## config.mk

```make
export PLATFORM = sky130hd
export DESIGN_NAME = ntt_job_sched
export DESIGN_NICKNAME = d
export VERILOG_FILES = /design/src/rtl/ntt_job_sched.sv
export SDC_FILE = /design/constraint.sdc
export NUM_CORES = 1
export LEC_CHECK = 0
export CAP_MARGIN = 5
export CELL_PAD_IN_SITES_DETAIL_PLACEMENT = 1
export CELL_PAD_IN_SITES_GLOBAL_PLACEMENT = 1
export CORE_MARGIN = 2
export CORE_UTILIZATION = 45
export CTS_BUF_LIST = sky130_fd_sc_hd__clkbuf_4 sky130_fd_sc_hd__clkbuf_8
export CTS_CLUSTER_SIZE = 40
export DETAILED_ROUTE_END_ITERATION = 16
export GPL_TIMING_DRIVEN = 0
export PLACE_DENSITY_LB_ADDON = 0.05
export SLEW_MARGIN = 20
export SYNTH_ARGS = -nofsm -noshare
export SYNTH_HDL_FRONTEND = slang
export SYNTH_SLANG_ARGS = --single-unit
```

## constraint.sdc

```tcl
create_clock -name clk -period 2.8 [get_ports clk]
set_input_delay 0.28 -clock clk [delete_from_list [all_inputs] [get_ports clk]]
set_output_delay 0.28 -clock clk [all_outputs]
set_load 0.01 [all_outputs]
```

## src/rtl/ntt_job_sched.sv

```systemverilog
// Round-robin control scheduler sharing one 64-point ntt engine among NREQ requesters.
// Grants one requester at a time, pulses the ntt start/reset input, waits for the
// sticky ntt done (or a timeout), then returns a one-cycle completion pulse.
module ntt_job_sched #(
  parameter int NREQ    = 4,
  parameter int TIMEOUT = 128
) (
  input  logic                    clk,
  input  logic                    rst,
  input  logic [NREQ-1:0]         req,
  output logic [NREQ-1:0]         gnt,
  output logic [$clog2(NREQ)-1:0] sel,
  output logic                    ntt_start,
  input  logic                    ntt_done,
  output logic [NREQ-1:0]         job_done,
  output logic                    job_err,
  output logic                    busy
);

  localparam int SW = $clog2(NREQ);
  localparam int CW = $clog2(TIMEOUT);
  localparam logic [CW-1:0] CNT_MAX = CW'(TIMEOUT - 1);
  localparam logic [SW-1:0] LAST_RST = SW'(NREQ - 1);

  typedef enum logic [1:0] {
    S_IDLE,
    S_START,
    S_WAIT,
    S_DONE
  } state_t;

  state_t          state, state_n;
  logic [NREQ-1:0] gnt_n, job_done_n;
  logic [SW-1:0]   sel_n, last, last_n, win;
  logic [CW-1:0]   cnt, cnt_n;
  logic            start_n, job_err_n, busy_n;

  // Round-robin pick: scan last+1, last+2, ... so the previous winner has lowest priority.
  always_comb begin
    win = last;
    // Descending scan: the smallest offset with a pending request is written last and wins.
    for (int i = NREQ; i >= 1; i--) begin
      if (req[SW'((int'(last) + i) % NREQ)]) win = SW'((int'(last) + i) % NREQ);
    end
  end

  // Next-state and next-output logic for the job FSM.
  always_comb begin
    // NOTE: every signal gets a default before the case so no path leaves one unassigned (no latches).
    state_n    = state;
    gnt_n      = gnt;
    sel_n      = sel;
    last_n     = last;
    cnt_n      = cnt;
    start_n    = 1'b0;
    job_done_n = '0;
    job_err_n  = 1'b0;
    unique case (state)
      S_IDLE: begin
        if (|req) begin
          state_n    = S_START;
          gnt_n      = '0;
          gnt_n[win] = 1'b1;
          sel_n      = win;
          start_n    = 1'b1;
        end
      end
      S_START: begin
        state_n = S_WAIT;
        cnt_n   = '0;
      end
      S_WAIT: begin
        cnt_n = cnt + 1'b1;
        // The first WAIT cycle may still see the previous job's sticky done; skip it.
        if ((cnt != '0) && ntt_done) begin
          state_n    = S_DONE;
          job_done_n = gnt;
        end else if (cnt == CNT_MAX) begin
          state_n    = S_DONE;
          job_done_n = gnt;
          job_err_n  = 1'b1;
        end
      end
      S_DONE: begin
        state_n = S_IDLE;
        gnt_n   = '0;
        sel_n   = '0;
        last_n  = sel;
      end
      default: state_n = S_IDLE;
    endcase
    busy_n = (state_n != S_IDLE);
  end

  // State and registered outputs; asynchronous active-low reset aborts any job.
  always_ff @(posedge clk or negedge rst) begin
    if (!rst) begin
      state     <= S_IDLE;
      gnt       <= '0;
      sel       <= '0;
      last      <= LAST_RST;
      cnt       <= '0;
      ntt_start <= 1'b0;
      job_done  <= '0;
      job_err   <= 1'b0;
      busy      <= 1'b0;
    end else begin
      // NOTE: non-blocking assignments so every register updates from the same pre-edge values.
      state     <= state_n;
      gnt       <= gnt_n;
      sel       <= sel_n;
      last      <= last_n;
      cnt       <= cnt_n;
      ntt_start <= start_n;
      job_done  <= job_done_n;
      job_err   <= job_err_n;
      busy      <= busy_n;
    end
  end

endmodule
```

# After elaboration in Yosys (flattened, before gate mapping)
# Cells that the tools add are included.
[totals] regBits=24 in_bits=7 out_inout_bits=13
[classes] order_cmp=6 n_eq_ne=5 reduce_logical=9 mux=35 n_addsub=5
[ops] operator="2-bit by 4-bit < comparator with 1-bit output, second input constant" count=4
[ops] operator="2-bit two-way mux" count=8
[ops] operator="4-bit two-way mux" count=4
[ops] operator="1-bit two-way mux" count=14
[ops] operator="7-bit case mux with 2 select lines" count=1
[ops] operator="1-bit binary-select mux with 2-bit select" count=4
[ops] operator="2-bit case mux with 4 select lines" count=1
[ops] operator="4-bit case mux with 2 select lines" count=1
[ops] operator="7-bit by 1-bit adder with 7-bit output, second input constant" count=1
[ops] operator="7-bit equality test, second input constant" count=1
[ops] operator="7-bit nonzero test" count=1
[ops] operator="2-bit nonzero test" count=3
[ops] operator="2-bit by 1-bit adder with 2-bit output, second input constant" count=2
[ops] operator="2-bit adder, second input constant" count=2
[ops] operator="2-bit equality test, second input constant" count=2
[ops] operator="2-bit case mux with 2 select lines" count=1
[ops] operator="4-bit OR reduction" count=1
[ops] operator="2-bit by 3-bit < comparator with 1-bit output, second input constant" count=1
[ops] operator="1-bit demux with 2-bit select" count=1
[ops] operator="2-bit by 1-bit equality test with 1-bit output, second input constant" count=1
[ops] operator="2-bit by 1-bit >= comparator with 1-bit output, second input constant" count=1
[ops] operator="1-bit logical AND" count=2
[ops] operator="2-bit logical NOT" count=1
[ops] operator="2-bit inequality test, second input constant" count=1
[ops] operator="2-bit AND reduction" count=1

# Depth between registers and ports, before layout
[logic_depth] ltp_word=14 depth_mapped=7 depth_no_buf=6

# Worst setup path before layout
# OpenSTA, ideal clock, no wires.
[synth_path] path_type="register to register" startpoint="register cnt[0]" endpoint="register busy" setup_slack_ns=1.142 setup_ns=0.118 arrival_time_ns=1.540 path_stages_with_launch=7 n_path_buf=0 required_time_ns=2.682 cell_sequence="dfrtp_1 inv_1 ha_1 or4b_4 o31ai_4 o211ai_1 a21o_1"
[synth_via] elab_chain_cells=5 word_cells_on_any_way=7 classes_between="eq/ne: 1; mux: 3; reduce/logical: 3"
[synth_lines] item="from (decl)" line_no="35" text="logic [CW-1:0] cnt, cnt_n;"
[synth_lines] item="from (signal assigned)" line_no="113" text="cnt <= cnt_n;"
[synth_lines] item="7-bit equality test / 7-bit nonzero test (equally long branches)" line_no="78, 75"
[synth_lines] item="2-bit two-way mux / 1-bit logical AND (equally long branches)" line_no="78, 75"
[synth_lines] item="2-bit two-way mux (*)" line_no="75" text="if ((cnt != '0) && ntt_done) begin"
[synth_lines] item="2-bit case mux with 4 select lines (*)" line_no="58" text="unique case (state)"
[synth_lines] item="2-bit nonzero test (*)" line_no="92" text="busy_n = (state_n != S_IDLE);"
[synth_lines] item="named net busy_n" line_no="36" text="logic start_n, job_err_n, busy_n;"
[synth_lines] item="to (signal assigned)" line_no="117" text="busy <= busy_n;"
[synth_lines] item="to (decl)" line_no="17" text="output logic busy"
# The timed path passes the listed nets; every way through them passes the cells marked *.
# A chain may end at the register's enable or synchronous reset.

# Worst setup path in the final report
# Ends and elaborated chain as after synthesis.

==> impl_metrics.csv <==
group,metric,value,unit
run_status,status,"finished, final reports clean",
timing,timing.fmax,537.4,MHz
timing,hold_violations,0,
floorplanning,die_h,55.37,um
setup_path,crit_path_max_fanout,3,
floorplanning,rows,18,
power,power,1.342,mW
floorplanning,die_w,55.37,um
detailed_routing,drc,0,
global_routing,first_global_vias,1007,
hold_path,hold_path.class,"input pin to asynchronous set/reset pin",
synth,synth_ff_type,"dfrtp_1",
global_routing,grt-ovfl-total,0,
detailed_routing,avgViaCountPerCell,5.910,
synth,synthCells,113,
global_routing,grt_max_degree,25,
global_routing,grt_pass1_wl,4726,um
setup_path,startpoint,"cnt[0]$_DFFE_PN0P_",
power,leakage,0.6523,nW
floorplanning,io_pins,20,
setup_path,path_class,"flip-flop to flip-flop",
synth,syn_avg_cell_area,10.51,um2
setup_path,cp.required,3.02,ns
synth,synth_edf_count,0,
setup_path,ff2ff_path_depth,6,
timing,setup_viol,0,
setup_path,r2r-end,"busy$_DFF_PN0_",
setup_path,rrSetupSlack,0.94,ns
setup_path,cp-start-kind,"flip-flop",
timing,worstMarginPinSlew,0.8533,ns
placement,hpwl,2124,um
floorplanning,die-area,3065,um2
synth,synthTopCellsByCount,"dfrtp_1 (22), o21ai_0 (12), nand2_1 (8)",
synth,yosysWarnings,0,
layout,area_delta_synth_final,22.66,%
timing,fin_crit_sh,0.6645,
detailed_routing,num_vias,987,
power,vdd_ir_drop_max,0.5910,mV
setup_path,rr_startpoint,"cnt[0]$_DFFE_PN0P_",
clock_network,cts_buffer_depth,2,
synth,synth_cell_type_count,35,
clock_network,cts_tree,"built",
synth,synth.most_common_cell,"dfrtp_1",
detailed_routing,dr.first_iter.drc_count,10,
detailed_routing,wl_per_cell,16.67,um
timing,rsz0062_at_grt,"false",
timing,clock_skew,0.001585,ns
synth,yosysTopAreaCell,"dfrtp_1",
global_routing,antenna_found_initial,0,
detailed_routing,drtAntennaViolNets,0,
clock_network,h-tree-depth,1,
timing,relSlewSlack,0.4259,
clock_network,cts.sinks,24,
detailed_routing,drt-pass1-iter-count,4,
layout,drive_gt1_frac,0.09489,
clock_network,root_buffer,"clkbuf_4",
detailed_routing,routed_wirelength,2784,um
floorplanning,start_util,0.4750,
power,p_per_area,921.7,nW/um2
placement,place_congestion,0.7550,
flow_run,maxCapViolations,0,
placement,portBuffers,19,
synth,syn-num-nets,126,
floorplanning,core,2500,um2
timing,tns,0,ns
setup_path,worst-endpoint-arrival,2.09,ns
clock_network,cts_resized,0,
layout,fin_nets,151,
synth,syn-cell-area,1187,um2
clock_network,numCtsBuffers,3,
synth,ys_async_sr_fraction,1.000,
synth,yosys-top-cells-area,"dfrtp_1 (46%), ha_1 (6.3%), o21ai_0 (5.1%)",
clock_network,clk-insertion-delay-late,0.32,ns
synth,synth_top_area_frac,0.4636,
timing,slew_violations,0,
synth,ys_seq_area_frac,0.5079,
timing,min_period,1.861,ns
synth,ys_seq_elements,24,
setup_path,end_kind,"flip-flop",
layout,diodes,0,
global_routing,grtUsageTotal,0.1939,
setup_path,crit_end,"busy$_DFF_PN0_",
clock_network,path_clk_slew,0.13,ns
[through the flow]
step                      hold slack [ns]    util  instance area [um2]  setup WS, ns  std cells
after floorplan                  -0.01559       -                 1187         1.142        113
final                              0.4647  0.5826                 1456        0.9393        167
after global routing               0.5249  0.5826                 1456        0.7962        167
after global placement             0.5214  0.5661                 1415        0.7099        162
after detailed placement           0.5347  0.5661                 1415        0.6449        162
after CTS                          0.5635  0.5806                 1451        0.9190        166
[registers in the layout (all words and copies together), names as in the netlist]
signal     count
gnt            4
job_err        1
sel            2
busy           1
cnt            7
state          2
last           2
job_done       4
ntt_start      1
[cell families (layout without fill, tap and decap cells)]
logic type / after synthesis / after routing / synth area share
muxes: 5 / 5 / 0.04426
xor gates and xnor gates: 1 / 1 / 0.007378
and+or+nand+nor: 42 / 42 / 0.2002
DFF: 24 / 24 / 0.5079
AOI/OAI and AO/OA: 27 / 27 / 0.1518
buffers and inverters: 8 / 32 / 0.02529
adders and majority gates: 6 / 6 / 0.06322
[how the worst min path moves through the flow]
stage               slack (ns)  depth (start not counted)                from                     to
finish                    0.46                          2                 rst     cnt[5]$_DFFE_PN0P_
global route              0.52                          2                 rst     cnt[5]$_DFFE_PN0P_
CTS                       0.56                          1                 rst     cnt[4]$_DFFE_PN0P_
detailed placement        0.53                          1  gnt[2]$_DFFE_PN0P_  job_done[2]$_DFF_PN0_
global placement          0.52                          1  gnt[2]$_DFFE_PN0P_  job_done[2]$_DFF_PN0_
floorplan                -0.02                          0                 rst         busy$_DFF_PN0_
[critical path, stage by stage (launching register included)]
cell and delay (ns):
dfrtp_1 0.42, inv_1 0.10, ha_1 0.16, or4b_4 0.47, o31ai_4 0.25, o211ai_1 0.19
a21o_1 0.19
[area by class of cell]
| type | instances | area, um2 |
|---|---|---|
| clock buffer | 4 | 36.28 |
| multi-input combinational | 81 | 554.3 |
| tap | 30 | 37.54 |
| fill | 279 | 1044 |
| inverter | 6 | 22.52 |
| sequential | 24 | 603.1 |
| timing repair buffer | 20 | 195.2 |
| buffer | 2 | 7.507 |
[timing repair]
| item | 4_1_cts | 5_1_grt |
|---|---|---|
| endpoints found under the hold margin | 0 | 22 |
| setup buffers | 0 | 0 |
| hold buffers | 0 | 1 |
[layer usage]
metal / share of wire / GRT usage / wire, um
met5: 0 / 0 / 0
met4: 0.011 / 0.05575 / 31
met3: 0.040 / 0.04215 / 110
met2: 0.50 / 0.3350 / 1405
met1: 0.44 / 0.2425 / 1237
[report_power, final]
part           switching [mW]  leakage, nW  internal [mW]
registers              0.0675        0.314          0.443
clock network           0.106       0.0210         0.0796
logic                   0.360        0.317          0.286
total                   0.534        0.652          0.809
[cells in the final DEF, fill, tap and decap left out, types with 4 or more instances in the layout]
cell type,instances
o21ai_0,12
clkdlybuf4s50_1,18
nand3_1,4
o31ai_1,5
inv_1,6
nor2_1,6
dfrtp_1,22
and3_1,4
ha_1,6
nand2_1,8
nor2b_1,4
Note: power is estimated with default switching activity, not from simulation.
